==> src/rtl/mem_fill_pkg.sv <==
// mem_fill_pkg: shared types for the mem_fill pattern writer
package mem_fill_pkg;
  localparam int MODE_W = 2;
  typedef enum logic [MODE_W-1:0] {
    MODE_IDENT = 2'd0,
    MODE_CONST = 2'd1,
    MODE_RAMP  = 2'd2
  } mode_t;
  typedef enum logic [1:0] {
    IDLE,
    FILL,
    VERIFY
  } state_t;
endpackage

==> src/rtl/mem_fill_if.sv <==
// mem_fill_if: request handshake plus memory write port; MEM_FILL_VERIFY_EN adds rddata/err
interface mem_fill_if
  import mem_fill_pkg::*;
#(
  parameter int DATA_W = 8,
  parameter int ADDR_W = 8
);
  logic              en;
  logic              rdy;
  logic [MODE_W-1:0] mode;
  logic [DATA_W-1:0] start;
  logic [DATA_W-1:0] stride;
  logic [ADDR_W-1:0] addr;
  logic [DATA_W-1:0] wrdata;
  logic              wren;
`ifdef MEM_FILL_VERIFY_EN
  logic [DATA_W-1:0] rddata;
  logic              err;
  modport slave  (input en, mode, start, stride, rddata, output rdy, addr, wrdata, wren, err);
  modport master (output en, mode, start, stride, rddata, input rdy, addr, wrdata, wren, err);
`else
  modport slave  (input en, mode, start, stride, output rdy, addr, wrdata, wren);
  modport master (output en, mode, start, stride, input rdy, addr, wrdata, wren);
`endif
endinterface

==> src/rtl/mem_fill_gen.sv <==
// mem_fill_gen: index counter and ramp accumulator producing the fill value for each address
module mem_fill_gen
  import mem_fill_pkg::*;
#(
  parameter int DATA_W = 8,
  parameter int ADDR_W = 8,
  parameter int DEPTH  = 256
) (
  input  logic              clk,
  input  logic              rst_n,
  input  logic              load_i,
  input  logic              step_i,
  input  logic [MODE_W-1:0] mode_i,
  input  logic [DATA_W-1:0] base_i,
  input  logic [DATA_W-1:0] const_i,
  input  logic [DATA_W-1:0] stride_i,
  output logic [ADDR_W-1:0] idx_o,
  output logic [DATA_W-1:0] val_o,
  output logic              last_o
);
  logic [ADDR_W-1:0] idx_q;
  logic [DATA_W-1:0] acc_q;
  always_ff @(posedge clk or negedge rst_n) begin
    if (!rst_n) begin
      idx_q <= '0;
      acc_q <= '0;
    end else if (load_i) begin
      idx_q <= '0;
      acc_q <= base_i;
    end else if (step_i) begin
      idx_q <= idx_q + ADDR_W'(1);
      acc_q <= acc_q + stride_i;
    end
  end
  // last-index compare keeps DEPTH == 2**ADDR_W from needing a wider counter
  assign last_o = idx_q == ADDR_W'(DEPTH - 1);
  assign idx_o  = idx_q;
  assign val_o  = mode_i == MODE_CONST ? const_i :
                  mode_i == MODE_RAMP  ? acc_q   : DATA_W'(idx_q);
endmodule

==> src/rtl/mem_fill.sv <==
// mem_fill: writes identity/constant/ramp pattern into a RAM behind an en/rdy handshake
// MEM_FILL_VERIFY_EN adds a read-back VERIFY pass with sticky err
module mem_fill
  import mem_fill_pkg::*;
#(
  parameter int DATA_W = 8,
  parameter int ADDR_W = 8,
  parameter int DEPTH  = 256
) (
  input logic       clk,
  input logic       rst_n,
  mem_fill_if.slave bus
);
  state_t            state_q;
  logic              rdy_q, wren_q, last, accept, load;
  logic [MODE_W-1:0] mode_q;
  logic [DATA_W-1:0] start_q, stride_q, val;
  logic [ADDR_W-1:0] idx;
  assign accept = bus.en && state_q == IDLE;
`ifdef MEM_FILL_VERIFY_EN
  logic              err_q, chk_q, tail_q;
  logic [DATA_W-1:0] exp_q;
  // generator rewinds at the end of FILL to replay expected values for VERIFY
  assign load    = accept || (state_q == FILL && last);
  assign bus.err = err_q;
`else
  assign load = accept;
`endif
  assign bus.rdy    = rdy_q;
  assign bus.wren   = wren_q;
  assign bus.addr   = idx;
  assign bus.wrdata = val;
  mem_fill_gen #(
    .DATA_W(DATA_W),
    .ADDR_W(ADDR_W),
    .DEPTH (DEPTH)
  ) u_gen (
    .clk     (clk),
    .rst_n   (rst_n),
    .load_i  (load),
    .step_i  (state_q != IDLE && !last),
    .mode_i  (mode_q),
    .base_i  (accept ? bus.start : start_q),
    .const_i (start_q),
    .stride_i(stride_q),
    .idx_o   (idx),
    .val_o   (val),
    .last_o  (last)
  );
  always_ff @(posedge clk or negedge rst_n) begin
    if (!rst_n) begin
      state_q  <= IDLE;
      rdy_q    <= 1'b1;
      wren_q   <= 1'b0;
      mode_q   <= '0;
      start_q  <= '0;
      stride_q <= '0;
`ifdef MEM_FILL_VERIFY_EN
      err_q    <= 1'b0;
      chk_q    <= 1'b0;
      tail_q   <= 1'b0;
      exp_q    <= '0;
`endif
    end else begin
      case (state_q)
        IDLE: if (bus.en) begin
          state_q  <= FILL;
          rdy_q    <= 1'b0;
          wren_q   <= 1'b1;
          mode_q   <= bus.mode;
          start_q  <= bus.start;
          stride_q <= bus.stride;
`ifdef MEM_FILL_VERIFY_EN
          err_q    <= 1'b0;
`endif
        end
        FILL: if (last) begin
          wren_q  <= 1'b0;
`ifdef MEM_FILL_VERIFY_EN
          state_q <= VERIFY;
          chk_q   <= 1'b0;
          tail_q  <= 1'b0;
`else
          state_q <= IDLE;
          rdy_q   <= 1'b1;
`endif
        end
`ifdef MEM_FILL_VERIFY_EN
        // rddata lags addr by one cycle, so compare against the value issued last cycle
        VERIFY: begin
          chk_q  <= !tail_q;
          exp_q  <= val;
          tail_q <= last;
          if (chk_q && bus.rddata != exp_q) err_q <= 1'b1;
          if (tail_q) begin
            state_q <= IDLE;
            rdy_q   <= 1'b1;
          end
        end
`endif
        default: state_q <= IDLE;
      endcase
    end
  end
endmodule

==> src/flat_wrapper.sv <==
// flat-port wrapper written by rule: the top's interface ports become plain ports
module mem_fill_flat import mem_fill_pkg::*;
#(
  parameter int DATA_W = 8,
  parameter int ADDR_W = 8,
  parameter int DEPTH  = 256
)
  (clk, rst_n, bus_en, bus_mode, bus_start, bus_stride, bus_rdy, bus_addr, bus_wrdata, bus_wren);
  mem_fill_if #(.DATA_W(DATA_W), .ADDR_W(ADDR_W)) bus_i ();
  input logic clk;
  input logic rst_n;
  input wire logic [$bits(bus_i.en)-1:0] bus_en;
  input wire logic [$bits(bus_i.mode)-1:0] bus_mode;
  input wire logic [$bits(bus_i.start)-1:0] bus_start;
  input wire logic [$bits(bus_i.stride)-1:0] bus_stride;
  output wire logic [$bits(bus_i.rdy)-1:0] bus_rdy;
  output wire logic [$bits(bus_i.addr)-1:0] bus_addr;
  output wire logic [$bits(bus_i.wrdata)-1:0] bus_wrdata;
  output wire logic [$bits(bus_i.wren)-1:0] bus_wren;
  assign bus_i.en = bus_en;
  assign bus_i.mode = bus_mode;
  assign bus_i.start = bus_start;
  assign bus_i.stride = bus_stride;
  assign bus_rdy = bus_i.rdy;
  assign bus_addr = bus_i.addr;
  assign bus_wrdata = bus_i.wrdata;
  assign bus_wren = bus_i.wren;
  mem_fill #(.DATA_W(DATA_W), .ADDR_W(ADDR_W), .DEPTH(DEPTH)) u_core (.clk(clk), .rst_n(rst_n), .bus(bus_i));
endmodule
==> config.mk <==
export PLATFORM = sky130hd
export DESIGN_NAME = mem_fill_flat
export DESIGN_NICKNAME = d
export VERILOG_FILES = /design/src/rtl/mem_fill_pkg.sv /design/src/rtl/mem_fill_if.sv /design/src/rtl/mem_fill_gen.sv /design/src/rtl/mem_fill.sv /design/src/flat_wrapper.sv
export SDC_FILE = /design/constraint.sdc
export NUM_CORES = 1
export LEC_CHECK = 0
export ABC_AREA = 0
export CORE_MARGIN = 5
export CORE_UTILIZATION = 63
export DETAILED_ROUTE_END_ITERATION = 8
export DONT_BUFFER_PORTS = 1
export GPL_TIMING_DRIVEN = 0
export PLACE_DENSITY = 0.85
export SYNTH_ARGS = -nofsm -noshare
export SYNTH_HDL_FRONTEND = slang
export SYNTH_SLANG_ARGS = --single-unit
==> constraint.sdc <==
create_clock -name clk -period 3.4 [get_ports clk]
set_clock_uncertainty 0.1 [all_clocks]
set_input_delay 0.68 -clock clk [delete_from_list [all_inputs] [get_ports clk]]
set_output_delay 0.68 -clock clk [all_outputs]
set_load 0.01 [all_outputs]
==> flow_metrics.env, run 1 <==
export IMPL_outcome="completed"
export IMPL_netlist_instances=233
export IMPL_antenna_found_initial=0
export IMPL_syn_nets=263
export IMPL_yosys_top_cells_area="dfrtp_1 43%, nand2_1 12%, ha_1 4.9%"
export IMPL_cap_violations=0
export IMPL_cts_max_level=2
export IMPL_synth_cell_types=36
export IMPL_drc=0
export IMPL_clockBufferDepth=2
export IMPL_synth_top_area_cell="dfrtp_1"
export IMPL_clk_pin_slew_ps=110
export IMPL_min_period_over_period_pct=77.40
export IMPL_synth_ff_type="dfrtp_1"
export IMPL_worstSkewPairLatency_ps=350
export IMPL_setup_violations=0
export IMPL_synth_edff_count=0
export IMPL_maxSlewViolCount=0
export IMPL_finish_utilization_pct=70.57
export IMPL_rsz0062_at_grt="false"
export IMPL_tns_ps=0
export IMPL_post_cts_resized=0
export IMPL_cts_buffers=5
export IMPL_cp_max_fo=10
export IMPL_antenna_cells=0
export IMPL_regArea_um2=902.1
export IMPL_globalplace_congestion=0.8566
export IMPL_async_flop_share_pct=100.0
export IMPL_synth_seq_cells=36
export IMPL_syn_mean_instance_area_um2=8.748
export IMPL_cts_tree="built"
export IMPL_die_area_um2=4473
export IMPL_grt_busiest_layer="met2"
export IMPL_nets=271
export IMPL_cts_sinks=36
export IMPL_grt_pass1_vias=1731
export IMPL_hold_buffers=1
export IMPL_fp_dieW_um=66.88
export IMPL_pwr_share_seq_pct=41.6
export IMPL_grt_util_met1_pct=26.60
export IMPL_maxSlewHeadroom_pct=59.61
export IMPL_power_leakage_nw=1.006
export IMPL_io_pin_count=39
export IMPL_p_int_w=0.001070
export IMPL_cp_end_kind="primary output"
export IMPL_start_kind="register"
export IMPL_dpl_hpwl_um=3375
export IMPL_post_cts_buffers=0
export IMPL_crit_type="reg2out"
export IMPL_drive_gt1_share_pct=7.851
export IMPL_crit_arrival_ps=1850
export IMPL_met2_usage_pct=43.44
export IMPL_drtIter0Drc=111
export IMPL_die_y_um=66.88
export IMPL_drtPass1Iterations=4
export IMPL_netlist_area_um2=2038
export IMPL_pwr_share_clk_pct=12.9
export IMPL_worst_pin_slew_ps=603.6
export IMPL_dr_total_vias=1664
export IMPL_cp_required_ps=2620
export IMPL_hold_class="in2async"
export IMPL_core_area_um2=3078
export IMPL_drt_wl_total_um=4733
export IMPL_filler_cell_count=267
export IMPL_ant_nets=0
export IMPL_swShare_pct=43.04
export IMPL_hold_viol=0
export IMPL_powerDensity_nw_per_um2=864.9
export IMPL_grt_pass1_wl_um=7866
export IMPL_track_usage_pct=23.86
export IMPL_fmax_mhz=380.0
export IMPL_multi_input_area_um2=1060
export IMPL_viasPerCell=5.818
export IMPL_portBuffers=0
export IMPL_rows=20
export IMPL_met3_usage_pct=6.408
export IMPL_combPwrFrac_pct=45.5
export IMPL_grt_overflow=0
export IMPL_grt_max_degree=36
export IMPL_start_util_pct=66.22
export IMPL_fin_crit_ps=2632
export IMPL_peakVddDrop_mv=0.4827
export IMPL_switching_power_w=0.0008087
export IMPL_area_delta_synth_final_pct=6.568
export IMPL_ys_seq_area_share_pct=44.26
export IMPL_wl_per_cell_um=16.55
export IMPL_cts_root_buf="clkbuf_4"
export IMPL_synth_top_area_share_pct=42.97
export IMPL_yosysWarningCount=0
==> worst paths after layout <==
kind | startpoint | endpoint | slack [ps] | cells past startpoint
max | u_core.mode_q[1] | bus_wrdata[4] | 770 | 4
min reg2reg | u_core.stride_q[5] | u_core.stride_q[5] | 390 | 2
min in group clk | bus_stride[0] | u_core.stride_q[0] | 330 | 2
max in group asynchronous | rst_n | u_core.stride_q[6] | 2970 | 1
min | rst_n | u_core.start_q[0] | 50 | 1
max reg2reg | u_core.u_gen.idx_o[0] | u_core.u_gen.idx_o[3] | 1190 | 7
==> area by class of cell <==
class                           count  area share [%]
Multi-Input combinational cell    180           48.79
Sequential cell                    36           41.53
Clock buffer                        8           2.707
Buffer                             12           2.650
Tap cell                           44           2.535
Timing Repair Buffer                1          0.9217
Inverter                            5          0.8641
==> synthesized netlist by cell type, types with 4 or more instances <==
master and count:
buf_2 4, nand3_1 4, mux2i_1 10, clkbuf_1 6, a31oi_1 4, nand2_1 66
a21oi_1 14, ha_1 8, nor2_1 9, dfrtp_1 35, nor2b_1 11, o21ai_0 16
inv_1 5, a211oi_1 8
==> cell usage in the layout (no fill, tap or decap), types with 2 or more instances in the layout <==
| cell type | count |
|---|---|
| nor2_1 | 9 |
| nor2b_1 | 11 |
| buf_2 | 4 |
| mux2i_1 | 10 |
| xor2_1 | 3 |
| inv_1 | 5 |
| a21oi_1 | 14 |
| a21o_1 | 3 |
| and3_1 | 2 |
| nand4_1 | 3 |
| o21ai_0 | 16 |
| clkbuf_4 | 5 |
| dfrtp_1 | 35 |
| nand2b_1 | 2 |
| ha_1 | 8 |
| buf_4 | 2 |
| a31oi_1 | 4 |
| nand3_1 | 4 |
| xnor2_1 | 2 |
| a211oi_1 | 8 |
| nor3_1 | 2 |
| nand2_1 | 66 |
| clkbuf_1 | 8 |
==> worst max-delay path: stages (launching register included) <==
cell and delay (ps):
dfrtp_1 480, buf_2 320, buf_2 290, a211oi_1 100
a21oi_1 310
==> layer usage <==
layer | up-vias | share of wire (%)
li1 | 813 | -
met1 | 787 | 40
met2 | 57 | 51
met3 | 7 | 7.0
met4 | 0 | 1.4
met5 | - | 0
==> stage by stage <==
step                cell area [um2]  hold WS (ps)  setup WS [ps]  cells  total power, W
floorplan                      2038         284.4           1419    233        0.001434
global placement               2093         285.3           1202    277        0.001571
detailed placement             2093         285.4           1174    277        0.001626
CTS                            2172         49.66          775.5    286        0.001882
global route                   2172         35.10          655.3    286        0.002032
finish                         2172         52.60          768.5    286        0.001879
==> flip-flops by register name, indices dropped and copies added, names as in the netlist <==
register / count
u_core.u_gen.acc_q: 8
u_core.mode_q: 2
u_core.bus.rdy: 1
u_core.stride_q: 8
u_core.state_q: 1
u_core.u_gen.idx_o: 8
u_core.start_q: 8
==> cell families after synthesis <==
| kind of cell | count (synthesis) | share of synthesized area [%] |
|---|---|---|
| mux | 10 | 4.911 |
| compound gates | 50 | 15.35 |
| simple gates | 106 | 23.70 |
| xor+xnor | 5 | 2.149 |
| buf+inv | 17 | 3.744 |
| fa+ha+maj | 9 | 5.893 |
| flops | 36 | 44.26 |
==> power by group through the flow <==
stage / Clock [W] / Combinational (W) / Sequential [W]
final: 0.000243 / 0.000855 / 0.000781
after global routing: 0.000267 / 0.000957 / 0.000809
after CTS: 0.000247 / 0.000859 / 0.000777
after detailed placement: 0 / 0.000841 / 0.000785
after global placement: 0 / 0.000796 / 0.000775
after floorplan: 0 / 0.000706 / 0.000728
No activity file was read; power rests on OpenSTA's default activity.
==> run 2, diff against run 1 <==
--- a/config.mk
+++ b/config.mk
@@ -5,13 +5,13 @@
 export SDC_FILE = /design/constraint.sdc
 export NUM_CORES = 1
 export LEC_CHECK = 0
-export ABC_AREA = 0
+export ABC_AREA = 1
 export CORE_MARGIN = 5
-export CORE_UTILIZATION = 63
+export CORE_UTILIZATION = 56
 export DETAILED_ROUTE_END_ITERATION = 8
 export DONT_BUFFER_PORTS = 1
 export GPL_TIMING_DRIVEN = 0
-export PLACE_DENSITY = 0.85
+export PLACE_DENSITY = 0.8
 export SYNTH_ARGS = -nofsm -noshare
 export SYNTH_HDL_FRONTEND = slang
 export SYNTH_SLANG_ARGS = --single-unit
==> constraint.sdc (replaced) <==
create_clock -name clk -period 2.23 [get_ports clk]
set_clock_uncertainty 0.1 [all_clocks]
set_input_delay 0.446 -clock clk [delete_from_list [all_inputs] [get_ports clk]]
set_output_delay 0.446 -clock clk [all_outputs]
set_load 0.01 [all_outputs]
==> run 2 against run 1 <==
  * Global-route usage down 4.1 points
  * Sequential share of layout area fell by 1.3 points
  * Utilization fell by 8.4 points
  * Hold slack better by 100 ps
  * Final area up 3.3%
  * Synthesized area is 1.2% higher
  * Worst setup slack worse by 670 ps
  * Power down 39%
  * First-iteration DRC count is 5.4% lower
  * Routed wire length is 6.3% lower
  * Count of clock-buffer cells in the layout down 3
  * Synthesized cell count increased by 15%
  * Critical endpoint is now bus_wrdata[5]
  * Largest cell class unchanged
  * Largest power group is now registers
==> flow_metrics.env, run 2 <==
export IMPL_cts_max_level=2
export IMPL_synth_edff_count=0
export IMPL_crit_buf_inv=2
export IMPL_setup_violations=0
export IMPL_worstSkewPairLatency_ps=300
export IMPL_min_delay_worst_endpoint="u_core.stride_q[0]"
export IMPL_critPathLaunch="u_core.mode_q[0]"
export IMPL_finish_utilization_pct=62.21
export IMPL_regArea_um2=902.1
export IMPL_start_kind="register"
export IMPL_reg2reg_depth=10
export IMPL_cp_end_kind="primary output"
export IMPL_switching_power_w=0.0002617
export IMPL_nets=306
export IMPL_fmax_mhz=470.1
export IMPL_netlist_area_um2=2062
export IMPL_ant_nets=0
export IMPL_timing_rr_start="u_core.u_gen.acc_q[0]"
export IMPL_cts_root_buf="clkbuf_8"
export IMPL_netlist_instances=267
export IMPL_r2r_end="u_core.u_gen.acc_q[6]"
export IMPL_pwr_share_clk_pct=41.1
export IMPL_drive_gt1_share_pct=11.55
export IMPL_pwr_share_seq_pct=57.4
export IMPL_design_area_um2=2243
export IMPL_hold_viol=0
export IMPL_synth_commonest_cells="82 x nand2_1, 36 x inv_1, 35 x dfrtp_1"
export IMPL_crit_type="reg2out"
export IMPL_cts_tree="built"
export IMPL_antenna_found_initial=0
export IMPL_dp_cells=315
export IMPL_critical_path_top_delay_family="flip-flops"
export IMPL_yosysWarningCount=0
export IMPL_synth_top_area_share_pct=42.48
export IMPL_combPwrFrac_pct=1.6
export IMPL_synth_cell_types=33
export IMPL_place_area_um2=2122
export IMPL_outcome="completed"
export IMPL_mostFrequentLayoutCell="nand2_1"
export IMPL_cp_max_fo=10
export IMPL_clk_pin_slew_ps=80
export IMPL_critical_path_cell_chain="nor2_2 > inv_1 > buf_2 > o211ai_1 > o21ai_0"
export IMPL_grt_max_degree=37
export IMPL_drtPass1Iterations=4
export IMPL_core_area_um2=3606
export IMPL_synth_ff_type="dfrtp_1"
export IMPL_cp_required_ps=1680
export IMPL_io_pin_count=39
export IMPL_die_y_um=70.68
export IMPL_drc=0
export IMPL_fin_crit_ps=2127
export IMPL_worst_pin_slew_ps=425.0
export IMPL_syn_mean_instance_area_um2=7.723
export IMPL_wl_per_cell_um=13.64
export IMPL_antenna_cells=0
export IMPL_area_delta_synth_final_pct=8.798
export IMPL_fin_cells=325
export IMPL_final_cell_mix="82 x nand2_1, 36 x inv_1, 35 x dfrtp_1"
export IMPL_crit_arrival_ps=1580
export IMPL_maxSlewHeadroom_pct=71.36
export IMPL_grt_overflow=0
export IMPL_cts_buffers=5
export IMPL_synth_top_area_cell="dfrtp_1"
export IMPL_max_stage_delay_ps=430
export IMPL_cap_violations=0
export IMPL_cts_sinks=36
export IMPL_yosys_top_cells_area="dfrtp_1 42%, nand2_1 15%, inv_1 6.6%"
export IMPL_ys_seq_area_share_pct=43.75
export IMPL_start_util_pct=57.18
export IMPL_fp_dieW_um=70.68
export IMPL_dr_total_vias=1690
export IMPL_cpMaxStageDelayCell="dfrtp_1"
export IMPL_hold_class="in2reg"
export IMPL_synth_seq_cells=36
export IMPL_viasPerCell=5.200
export IMPL_rows=22
export IMPL_power_leakage_nw=1.245
export IMPL_powerDensity_nw_per_um2=506.7
export IMPL_drtIter0Drc=105
export IMPL_maxSlewViolCount=0
export IMPL_globalplace_congestion=0.8324
export IMPL_drt_wl_total_um=4434
export IMPL_grt_pass1_wl_um=7810
export IMPL_r2r_slack_ps=410
export IMPL_die_area_um2=4996
export IMPL_min_period_over_period_pct=95.38
export IMPL_filler_cell_count=321
export IMPL_syn_nets=297
export IMPL_track_usage_pct=19.72
export IMPL_synth_most_common_cell="nand2_1"
export IMPL_clockBufferDepth=2
export IMPL_dpl_hpwl_um=3300
export IMPL_worstHoldStart="bus_stride[0]"
export IMPL_portBuffers=0
export IMPL_grt_pass1_vias=1640
export IMPL_min_path_cells=2
export IMPL_swShare_pct=23.03
export IMPL_multi_input_area_um2=972.2
export IMPL_p_int_w=0.0008750
export IMPL_async_flop_share_pct=100.0
export IMPL_peakVddDrop_mv=0.3956
==> run 2: final cells by class <==
class / count / area share (%)
Tap cell: 48 / 2.677
Clock inverter: 3 / 0.8366
Buffer: 8 / 2.119
Inverter: 38 / 6.414
Clock buffer: 5 / 3.067
Sequential cell: 36 / 40.21
Timing Repair Buffer: 2 / 1.339
Multi-Input combinational cell: 185 / 43.34
==> run 2: through the flow <==
step	setup slack, ps	power, W	hold slack [ps]	setup TNS [ps]
after floorplan	538.5	0.0006654	50.41	0
after global placement	367.9	0.0006653	51.36	0
after detailed placement	309.3	0.0006653	51.44	0
after CTS	54.73	0.001143	153.1	0
after global routing	-0.8056	0.001181	152.3	-0.8056
final	103.0	0.001137	156.6	0
==> run 2: cell families (layout without fill, tap and decap cells) <==
family | after synthesis | count (layout) | share of synthesized area (%)
simple gates | 124 | 124 | 25.67
buf+inv | 46 | 56 | 9.223
xor+xnor | 3 | 3 | 1.275
fa+ha+maj | 9 | 9 | 5.825
compound gates | 49 | 49 | 14.26
flops | 36 | 36 | 43.75
==> run 2: power groups by stage <==
stage               clock network, W  registers (W)       logic [W]
detailed placement                 0       0.000665  0.000000000485
CTS                         0.000471       0.000652       0.0000187
global placement                   0       0.000665  0.000000000485
global route                0.000508       0.000652       0.0000211
finish                      0.000467       0.000652       0.0000176
floorplan                          0       0.000665  0.000000000486
==> run 2: how the worst max path moves through the flow <==
stage	end	slack, ps	depth (start not counted)
2_1_floorplan	bus_wrdata[0]	540	5
3_3_place_gp	bus_wrdata[7]	370	5
3_5_place_dp	bus_wrdata[4]	310	5
4_1_cts	bus_wrdata[4]	50	4
5_1_grt	bus_wrdata[6]	-0.8	5
6_report	bus_wrdata[5]	100	5
==> run 2: repair_timing <==
item / in CTS / in global routing
endpoints found under the setup margin: 1 / 6
pin swaps: 0 / 0
setup buffers: 0 / 0
hold buffers: 2 / 0
hold endpoints to repair: 36 / 0
resized for setup: 1 / 5
==> run 2: routing by layer <==
layer / vias up / wire length (um) / track usage, %
met4: 0 / 59 / 6.054
li1: 874 / - / -
met3: 5 / 283 / 5.682
met2: 42 / 2116 / 32.44
met1: 769 / 1974 / 25.16
met5: - / 0 / 0
==> run 2: worst register-to-register path, cell delays in order, from the launching register on <==
cell and delay [ps]:
dfrtp_1 390, ha_1 180, inv_1 60, fa_1 350
inv_1 90, nand2_1 70, nand2_1 100, nand3b_1 110
nand3_1 90, nand3_1 70, a21oi_1 130
==> run 3, diff against run 2 <==
--- a/config.mk
+++ b/config.mk
@@ -7,11 +7,12 @@
 export LEC_CHECK = 0
 export ABC_AREA = 1
 export CORE_MARGIN = 5
-export CORE_UTILIZATION = 56
+export CORE_UTILIZATION = 63
+export CTS_BUF_LIST = sky130_fd_sc_hd__clkbuf_4 sky130_fd_sc_hd__clkbuf_8
 export DETAILED_ROUTE_END_ITERATION = 8
 export DONT_BUFFER_PORTS = 1
 export GPL_TIMING_DRIVEN = 0
-export PLACE_DENSITY = 0.8
+export PLACE_DENSITY = 0.85
 export SYNTH_ARGS = -nofsm -noshare
 export SYNTH_HDL_FRONTEND = slang
 export SYNTH_SLANG_ARGS = --single-unit
==> constraint.sdc (replaced) <==
create_clock -name clk -period 2.2 [get_ports clk]
set_clock_uncertainty 0.1 [all_clocks]
set_input_delay 0.44 -clock clk [delete_from_list [all_inputs] [get_ports clk]]
set_output_delay 0.44 -clock clk [all_outputs]
set_load 0.01 [all_outputs]
==> run 3 against run 2 <==
  * Sequential share of layout area is 0.21 points higher
  * Combinational power hardly changed
  * Non-clock buffer count is 1 higher
  * First-iteration DRC count is 44% lower
  * Final cell count is 0.92% lower
  * Count of clock-buffer cells in the layout is 2 higher
  * Clock power is 21% lower
  * Via count is 6.2% higher
  * Final area is 0.39% lower
  * Die area is 9.6% lower
  * Sequential cell count stayed put
  * Register-to-register slack hardly changed
  * Critical endpoint is now bus_wrdata[7]
==> flow_metrics.env, run 3 (synthesized netlist as in run 2, its figures left out) <==
export IMPL_outcome="completed"
export IMPL_cts_max_level=2
export IMPL_drc=0
export IMPL_cts_tree="built"
export IMPL_drtPass1Iterations=4
export IMPL_drtIter0Drc=59
export IMPL_peakVddDrop_mv=0.3505
export IMPL_antenna_cells=0
export IMPL_rsz0062_at_grt="false"
export IMPL_grt_pass1_vias=1810
export IMPL_crit_arrival_ps=1530
export IMPL_drive_gt1_share_pct=13.67
export IMPL_cts_root_buf="clkbuf_4"
export IMPL_worst_pin_slew_ps=410.0
export IMPL_maxSlewHeadroom_pct=72.67
export IMPL_area_delta_synth_final_pct=8.374
export IMPL_maxSlewViolCount=0
export IMPL_cts_buffers=5
export IMPL_nets=307
export IMPL_dp_cells=311
export IMPL_filler_cell_count=252
export IMPL_dr_total_vias=1794
export IMPL_cp_required_ps=1660
export IMPL_fin_cells=322
export IMPL_cap_violations=0
export IMPL_crit_type="reg2out"
export IMPL_portBuffers=0
export IMPL_antenna_found_initial=0
export IMPL_io_pin_count=39
export IMPL_grt_overflow=0
export IMPL_final_cell_mix="81 x nand2_1, 35 x inv_1, 34 x dfrtp_1"
export IMPL_globalplace_congestion=0.8203
export IMPL_grt_pass1_wl_um=8052
export IMPL_hold_class="in2reg"
export IMPL_drt_wl_total_um=4716
export IMPL_mostFrequentLayoutCell="nand2_1"
export IMPL_fp_dieW_um=67.21
export IMPL_min_period_over_period_pct=93.96
export IMPL_start_kind="register"
export IMPL_setup_violations=0
export IMPL_die_y_um=67.21
export IMPL_fmax_mhz=483.7
export IMPL_cts_sinks=36
export IMPL_die_area_um2=4517
export IMPL_fin_crit_ps=2067
export IMPL_wl_per_cell_um=14.65
export IMPL_hold_viol=0
export IMPL_power_leakage_nw=1.239
export IMPL_cp_max_fo=10
export IMPL_powerDensity_nw_per_um2=468.3
export IMPL_start_util_pct=66.45
export IMPL_clk_pin_slew_ps=100
export IMPL_clockBufferDepth=2
export IMPL_tns_ps=0
export IMPL_worstSkewPairLatency_ps=340
export IMPL_ant_nets=0
export IMPL_grt_max_degree=37
export IMPL_track_usage_pct=23.89
export IMPL_core_area_um2=3103
export IMPL_cp_end_kind="primary output"
export IMPL_rows=20
export IMPL_dpl_hpwl_um=3507
export IMPL_viasPerCell=5.571
-- run 3: timing repair --
item / 4_1_cts / 5_1_grt
pin swaps: 0 / 2
hold endpoints to repair: 36 / 0
hold buffers: 2 / 0
gates resized for setup: 2 / 16
setup buffers: 0 / 1
setup endpoints to repair: 6 / 8
-- run 3: layer usage --
layer | global-route usage, % | part of all wire, %
met1 | 28.39 | 41
met2 | 40.37 | 49
met3 | 6.156 | 6.7
met4 | 11.14 | 2.9
met5 | 0 | 0
-- run 3: worst paths after layout --
kind,from,to,slack (ps),cells past startpoint
max,u_core.mode_q[0],bus_wrdata[7],130,5
min,bus_mode[0],u_core.mode_q[0],100,2
max reg2reg,u_core.u_gen.acc_q[0],u_core.u_gen.acc_q[6],420,11
min reg2reg,u_core.stride_q[5],u_core.stride_q[5],400,2
max in group asynchronous,rst_n,u_core.bus.rdy,1330,2
min in group asynchronous,rst_n,u_core.u_gen.acc_q[0],420,2
-- run 3: worst max-delay path: stages (launching register included) --
cell and delay [ps]:
dfrtp_2 460, nor2_4 140, inv_1 90, buf_4 170, o211ai_1 170, o21ai_1 160
-- run 3: area by class of cell --
class                   instances  area (um2)  area share [%]
plain buffers                   8       50.05           2.240
clock buffers                   7       52.55           2.352
flip-flops and latches         36       903.4           40.43
multi-input cells             185       987.2           44.18
repair buffers                  3       37.54           1.680
inverters                      38       143.9           6.439
clock inverters                 1       5.005          0.2240
well taps                      44       55.05           2.464
-- run 3: through the flow --
stage | power (W) | instance area, um2 | hold slack, ps | utilization, % | setup slack (ps)
floorplan | 0.0006744 | 2062 | 44.41 | - | 514.5
global placement | 0.0006744 | 2117 | 45.41 | 68.23 | 344.9
detailed placement | 0.0006744 | 2117 | 45.17 | 68.23 | 305.2
CTS | 0.001052 | 2208 | 103.7 | 71.17 | 4.629
global route | 0.001085 | 2235 | 121.5 | 72.02 | 4.237
finish | 0.001047 | 2235 | 103.6 | 72.02 | 132.8
-- run 3: power breakdown --
part	internal [W]	switching [W]	total, W
Sequential	0.000661	0	0.000661
Combinational	0.00000486	0.0000128	0.0000177
Clock	0.000149	0.000218	0.000368
